## src/rtl/pwm_compare.sv

```systemverilog
// pwm_compare: glitch-free PWM compare stage fed by a free-running counter.
// Duty writes are double-buffered and only applied at the detected period start.
module pwm_compare #(
   parameter int CNT_WIDTH = 8
) (
   input  logic                 i_clk,
   input  logic                 i_reset,
   input  logic [CNT_WIDTH-1:0] i_count,
   input  logic                 i_enable,
   input  logic [CNT_WIDTH:0]   i_duty,
   input  logic                 i_duty_valid,
   output logic                 o_duty_ready,
   output logic                 o_pwm,
   output logic                 o_period_start,
   output logic [CNT_WIDTH:0]   o_active_duty
);

   localparam logic [CNT_WIDTH:0] DUTY_MAX = {1'b1, {CNT_WIDTH{1'b0}}};

   typedef enum logic [1:0] {
      IDLE  = 2'd0,
      ARMED = 2'd1,
      RUN   = 2'd2
   } state_t;

   state_t               state;
   state_t               state_next;
   logic [CNT_WIDTH-1:0] r_prev;
   logic [CNT_WIDTH:0]   r_pend;
   logic [CNT_WIDTH:0]   r_active;
   logic [CNT_WIDTH:0]   r_active_next;
   logic                 r_pend_full;
   logic                 ps;
   logic                 accept;
   logic                 pend_load;
   logic                 cmp_high;
   logic                 pwm_next;

   function automatic logic [CNT_WIDTH:0] clamp_duty(input logic [CNT_WIDTH:0] duty);
      return (duty > DUTY_MAX) ? DUTY_MAX : duty;
   endfunction

   // A held-at-zero counter yields a single start because r_prev follows it to zero.
   assign ps        = (i_count == '0) && (r_prev != '0);
   assign accept    = i_duty_valid && !r_pend_full;
   assign pend_load = accept && !ps;

   always_comb begin
      r_active_next = r_active;
      if (ps && r_pend_full) begin
         r_active_next = r_pend;
      end else if (ps && accept) begin
         r_active_next = clamp_duty(i_duty);
      end
   end

   // Compare against the duty being loaded this cycle so a new value starts at count 0.
   assign cmp_high = ({1'b0, i_count} < r_active_next);

   always_comb begin
      state_next = state;
      pwm_next   = 1'b0;
      if (!i_enable) begin
         state_next = IDLE;
      end else begin
         case (state)
            IDLE: begin
               state_next = ARMED;
            end
            ARMED: begin
               if (ps) begin
                  state_next = RUN;
                  pwm_next   = cmp_high;
               end
            end
            RUN: begin
               pwm_next = cmp_high;
            end
            default: begin
               state_next = IDLE;
            end
         endcase
      end
   end

   // Output stage: one cycle after the count sample.
   always_ff @(posedge i_clk or posedge i_reset) begin
      if (i_reset) begin
         state          <= IDLE;
         r_prev         <= '1;
         r_pend_full    <= 1'b0;
         r_active       <= '0;
         o_pwm          <= 1'b0;
         o_period_start <= 1'b0;
      end else begin
         state          <= state_next;
         r_prev         <= i_count;
         r_active       <= r_active_next;
         o_pwm          <= pwm_next;
         o_period_start <= ps;
         if (pend_load) begin
            r_pend_full <= 1'b1;
         end else if (ps) begin
            r_pend_full <= 1'b0;
         end
      end
   end

   always_ff @(posedge i_clk) begin
      if (pend_load) begin
         r_pend <= clamp_duty(i_duty);
      end
   end

   assign o_duty_ready  = !r_pend_full;
   assign o_active_duty = r_active;

endmodule

```

## config.mk

```make
export PLATFORM = sky130hd
export DESIGN_NAME = pwm_compare
export DESIGN_NICKNAME = d
export VERILOG_FILES = /design/src/rtl/pwm_compare.sv
export SDC_FILE = /design/constraint.sdc
export NUM_CORES = 1
export LEC_CHECK = 0
export BUFFER_PORTS_ARGS = -buffer_cell sky130_fd_sc_hd__buf_2
export CAP_MARGIN = 20
export CORE_UTILIZATION = 45
export DETAILED_ROUTE_END_ITERATION = 10
export GPL_TIMING_DRIVEN = 0
export PLACE_DENSITY_LB_ADDON = 0.3
export RECOVER_POWER = 25
export SLEW_MARGIN = 20
export SYNTH_ARGS = -nofsm -noshare
export SYNTH_HDL_FRONTEND = slang
export SYNTH_SLANG_ARGS = --single-unit
```

## constraint.sdc

```tcl
create_clock -name i_clk -period 2.2 [get_ports i_clk]
set_input_delay 0.44 -clock i_clk [delete_from_list [all_inputs] [get_ports i_clk]]
set_output_delay 0.44 -clock i_clk [all_outputs]
set_load 0.02 [all_outputs]
```

==> impl_results.html <==
<table>
<tr><th>Metric</th><th>Value</th></tr>
<tr><th colspan="2">Status</th></tr>
<tr><td>Outcome</td><td>complete, but fails checks</td></tr>
<tr><td>Violations in the final reports</td><td>setup timing</td></tr>
<tr><th colspan="2">STA</th></tr>
<tr><td>Worst setup skew after layout</td><td>0.00709 ns</td></tr>
<tr><td>Relative slew slack</td><td>43.0%</td></tr>
<tr><td>Unrepaired setup endpoints after global routing</td><td>true</td></tr>
<tr><td>Post-layout min period</td><td>2.41 ns</td></tr>
<tr><td>Number of slew-limit violations in the final report</td><td>0</td></tr>
<tr><td># setup viols final</td><td>1</td></tr>
<tr><td>Worst Max-Slew Pin Slew</td><td>0.854 ns</td></tr>
<tr><td>Final period util</td><td>110%</td></tr>
<tr><td>Post-route worst setup slack</td><td>-0.215 ns</td></tr>
<tr><td>Highest Clock Rate</td><td>0.414 GHz</td></tr>
<tr><td>Total count of hold-check failures in the final report</td><td>0</td></tr>
<tr><th colspan="2">Detailed routing</th></tr>
<tr><td>Total number of vias</td><td>1420</td></tr>
<tr><td>Wirelength per Cell</td><td>16.9 um</td></tr>
<tr><td>Routed Wire Length</td><td>4.12 mm</td></tr>
<tr><td>Post-route DRC</td><td>0</td></tr>
<tr><td>Residual antenna-violating net count after detailed routing</td><td>0</td></tr>
<tr><td>Vias per cell</td><td>5.84</td></tr>
<tr><td>Drt first pass iters</td><td>4</td></tr>
<tr><td>First-iteration detailed-routing DRC count</td><td>99</td></tr>
<tr><th colspan="2">Yosys</th></tr>
<tr><td>Syn Area/Cell</td><td>11.4 um^2</td></tr>
<tr><td>Count of flip-flops with a built-in enable after synthesis</td><td>9</td></tr>
<tr><td>Yosys Warn Count</td><td>0</td></tr>
<tr><td>Number of distinct library cells after synthesis</td><td>35</td></tr>
<tr><td>Sequential-to-total area share from yosys stat</td><td>50.2%</td></tr>
<tr><td>Combined area of all synthesized cells</td><td>0.00166 mm^2</td></tr>
<tr><td>Post-Synthesis Cells</td><td>145</td></tr>
<tr><td>Post-synth ARST share</td><td>71.0%</td></tr>
<tr><td>Register bit total from synthesis</td><td>31</td></tr>
<tr><td>Most used flip-flop cell after synthesis</td><td>sky130_fd_sc_hd__dfrtp_1</td></tr>
<tr><td>Net Count, Synth</td><td>177</td></tr>
<tr><th colspan="2">Clock network</th></tr>
<tr><td>CTS clock-pin slew for the worst setup and hold paths</td><td>0.06 ns</td></tr>
<tr><td>CTS hold repair buffers</td><td>0</td></tr>
<tr><td>Clk_lat worst skew</td><td>0.28 ns</td></tr>
<tr><td>Number of sinks on the clock net</td><td>31</td></tr>
<tr><td>Clock tree from TritonCTS</td><td>done</td></tr>
<tr><td>Number of buffers created by CTS</td><td>5</td></tr>
<tr><td>Worst-case clock buffer depth</td><td>2</td></tr>
<tr><td>Maximum level of the CTS H-tree</td><td>2</td></tr>
<tr><td>CTS root buf</td><td>sky130_fd_sc_hd__clkbuf_8</td></tr>
<tr><th colspan="2">Worst hold path</th></tr>
<tr><td>Path type of the worst min-delay path</td><td>input pin to flip-flop</td></tr>
<tr><th colspan="2">Finish</th></tr>
<tr><td>Total of fill cells in the finished design</td><td>284</td></tr>
<tr><td>Summed area of non-filler cells in the final layout</td><td>0.00220 mm^2</td></tr>
<tr><td>Ratio of cells with drive above 1 in the final layout</td><td>39.6%</td></tr>
<tr><td>Top library cells by usage in the layout, fill and taps aside</td><td>sky130_fd_sc_hd__buf_2, sky130_fd_sc_hd__dfrtp_1, sky130_fd_sc_hd__buf_4, sky130_fd_sc_hd__clkbuf_1, sky130_fd_sc_hd__nand4_1</td></tr>
<tr><td>Count of placed standard cells in the final layout, fillers left out</td><td>243</td></tr>
<tr><td>Layout overhead on the synthesized area</td><td>32.7%</td></tr>
<tr><td>ANT cells</td><td>0</td></tr>
<tr><td>Count of nets after finishing</td><td>228</td></tr>
<tr><td>Leading cell type in the layout, fill and taps excluded</td><td>sky130_fd_sc_hd__buf_2</td></tr>
<tr><th colspan="2">Job</th></tr>
<tr><td>Max cap viols</td><td>0</td></tr>
<tr><th colspan="2">GRT</th></tr>
<tr><td>Number of antenna violations at the first check in global routing</td><td>0</td></tr>
<tr><td>Via count of the first global-routing pass</td><td>1546</td></tr>
<tr><td>Wire length of the first global-routing pass</td><td>6.93 mm</td></tr>
<tr><td>Remaining Overflow, GRT</td><td>0</td></tr>
<tr><td>Maximum number of pins on one net before global-route repair</td><td>23</td></tr>
<tr><td>All-Layer GR Usage</td><td>23.2%</td></tr>
<tr><th colspan="2">Worst setup path</th></tr>
<tr><td>Endpoint class of the critical path</td><td>flip-flop</td></tr>
<tr><td>Worst path arrival time</td><td>2.58 ns</td></tr>
<tr><td>Worst-path fanout max</td><td>10</td></tr>
<tr><td>Type of the worst setup path</td><td>input pin to flip-flop</td></tr>
<tr><td>Critical path startpoint category</td><td>input pin</td></tr>
<tr><td>Worst endpoint required time</td><td>2.37 ns</td></tr>
<tr><th colspan="2">Floorplanning</th></tr>
<tr><td>Count of standard-cell rows</td><td>21</td></tr>
<tr><td>Initial standard-cell utilization of the core</td><td>48.1%</td></tr>
<tr><td>Width of the chip</td><td>62.7 um</td></tr>
<tr><td>I/O Pins</td><td>33</td></tr>
<tr><td>Core ar.</td><td>0.00344 mm^2</td></tr>
<tr><td>Die extent in y</td><td>62.7 um</td></tr>
<tr><td>DIE AREA</td><td>0.00393 mm^2</td></tr>
<tr><th colspan="2">Place</th></tr>
<tr><td>Total half-perimeter wirelength after legalization and detailed placement</td><td>2.85 mm</td></tr>
<tr><td>Number of buffers added on ports</td><td>32</td></tr>
<tr><td>Post-placement cell area</td><td>0.00191 mm^2</td></tr>
<tr><td>Final estimated routing congestion in global placement</td><td>0.812</td></tr>
<tr><td>Post-Place Cells</td><td>223</td></tr>
<tr><th colspan="2">Power and ir drop</th></tr>
<tr><td>Total power density per cell area</td><td>651 mW/mm^2</td></tr>
<tr><td>Leak pwr</td><td>0.884 nW</td></tr>
<tr><td>Worst voltage drop across the vdd grid</td><td>0.000371 V</td></tr>
</table>
==> worst max-delay path: stages <==
cell and delay, ns:
sky130_fd_sc_hd__clkbuf_1 0.15, sky130_fd_sc_hd__nor4_4 0.29, sky130_fd_sc_hd__and2_4 0.22, sky130_fd_sc_hd__buf_8 0.14, sky130_fd_sc_hd__nand4_1 0.11, sky130_fd_sc_hd__a21oi_2 0.23
sky130_fd_sc_hd__a221oi_4 0.05, sky130_fd_sc_hd__ha_1 0.34, sky130_fd_sc_hd__nand3_1 0.13, sky130_fd_sc_hd__nand3_1 0.09, sky130_fd_sc_hd__nand4_1 0.11, sky130_fd_sc_hd__a22oi_1 0.17
sky130_fd_sc_hd__o2bb2ai_1 0.09
==> cells in the mapped netlist (2+ instances only) <==
master	number	area, um^2
sky130_fd_sc_hd__a221oi_1	7	61.3
sky130_fd_sc_hd__ha_1	11	138
sky130_fd_sc_hd__a221o_1	7	70.1
sky130_fd_sc_hd__nor4_2	4	50.1
sky130_fd_sc_hd__clkbuf_1	3	11.3
sky130_fd_sc_hd__inv_1	8	30.0
sky130_fd_sc_hd__nand4_1	10	62.6
sky130_fd_sc_hd__nand3_1	7	35.0
sky130_fd_sc_hd__buf_4	3	22.5
sky130_fd_sc_hd__dfstp_2	8	210
sky130_fd_sc_hd__edfxtp_1	9	270
sky130_fd_sc_hd__a21o_1	2	15.0
sky130_fd_sc_hd__nor2_1	3	11.3
sky130_fd_sc_hd__a21oi_1	11	55.1
sky130_fd_sc_hd__dfrtp_1	14	350
sky130_fd_sc_hd__and2_1	4	25.0
sky130_fd_sc_hd__o21ai_1	2	10.0
sky130_fd_sc_hd__nor2b_1	9	56.3
sky130_fd_sc_hd__nand2b_1	7	43.8
==> state kept, by name, indices dropped and copies added (netlist names) <==
| name | count |
|---|---|
| o_period_start | 1 |
| r_prev | 8 |
| o_pwm | 1 |
| r_pend | 9 |
| r_pend_full | 1 |
| o_active_duty | 9 |
| state | 2 |
==> kinds of logic (layout without fill, tap and decap cells) <==
kind of cell | Yosys count | in the layout | share of synthesized area, %
adders and majority gates | 11 | 11 | 8.31
buffers and inverters | 15 | 67 | 4.54
AOI/OAI and AO/OA | 39 | 39 | 17.7
and+or+nand+nor | 49 | 49 | 19.3
DFF | 31 | 31 | 50.2
==> per-stage QoR <==
stage               setup TNS, ns  hold slack [ns]  worst slack, ns  power, mW  util [%]
floorplan                  -0.108            0.423           -0.108      0.876         -
detailed placement         -0.602            0.507           -0.602      0.988      55.6
global route               -0.345            0.292           -0.345       1.51      63.8
finish                     -0.215            0.301           -0.215       1.43      63.8
global placement           -0.557            0.492           -0.557      0.954      55.6
CTS                        -0.209            0.294           -0.209       1.43      63.2
==> per-layer routing <==
layer | vias to the layer above | GRT usage, % | part of all wire (%)
li1 | 661 | - | -
met1 | 708 | 27.9 | 43
met2 | 44 | 39.5 | 49
met3 | 7 | 4.38 | 5.4
met4 | 0 | 11.6 | 1.9
met5 | - | 0 | 0
==> worst paths after layout <==
kind	from	to	slack [ns]	cells past startpoint
hold / removal	i_count[6]	r_prev[6]$_DFF_PP1_	0.30	1
setup / recovery	i_count[5]	o_pwm$_DFF_PP0_	-0.21	13
max in group asynchronous	i_reset	o_active_duty[1]$_DFF_PP0_	1.34	2
min in group asynchronous	i_reset	o_active_duty[7]$_DFF_PP0_	0.33	2
hold reg to reg	r_pend[2]$_DFFE_PP_	o_active_duty[2]$_DFF_PP0_	0.53	1
setup reg to reg	r_prev[1]$_DFF_PP1_	o_pwm$_DFF_PP0_	-0.21	12
==> layout make-up <==
cell class	instances	area (um^2)	area share (%)
Timing Repair Buffer	46	262	11.9
Tap cell	46	57.6	2.62
Buffer	5	45.0	2.05
Clock buffer	8	80.1	3.64
Multi-Input combinational cell	99	892	40.6
Sequential cell	31	831	37.8
Inverter	8	30.0	1.37
==> what timing repair did <==
item                                    in CTS  in global routing
gates resized for setup                     14                  4
setup buffers                               13                  1
endpoints found under the setup margin       1                  1
pin swaps                                   14                 10
gates cloned                                 0                  0
==> power by group <==
| group | switching [mW] | internal, mW | leakage, nW | total, mW |
|---|---|---|---|---|
| clock network | 0.197 | 0.224 | 0.0395 | 0.421 |
| logic | 0.181 | 0.146 | 0.497 | 0.327 |
| registers | 0.0420 | 0.639 | 0.348 | 0.681 |
(Power assumes the default switching activity.)
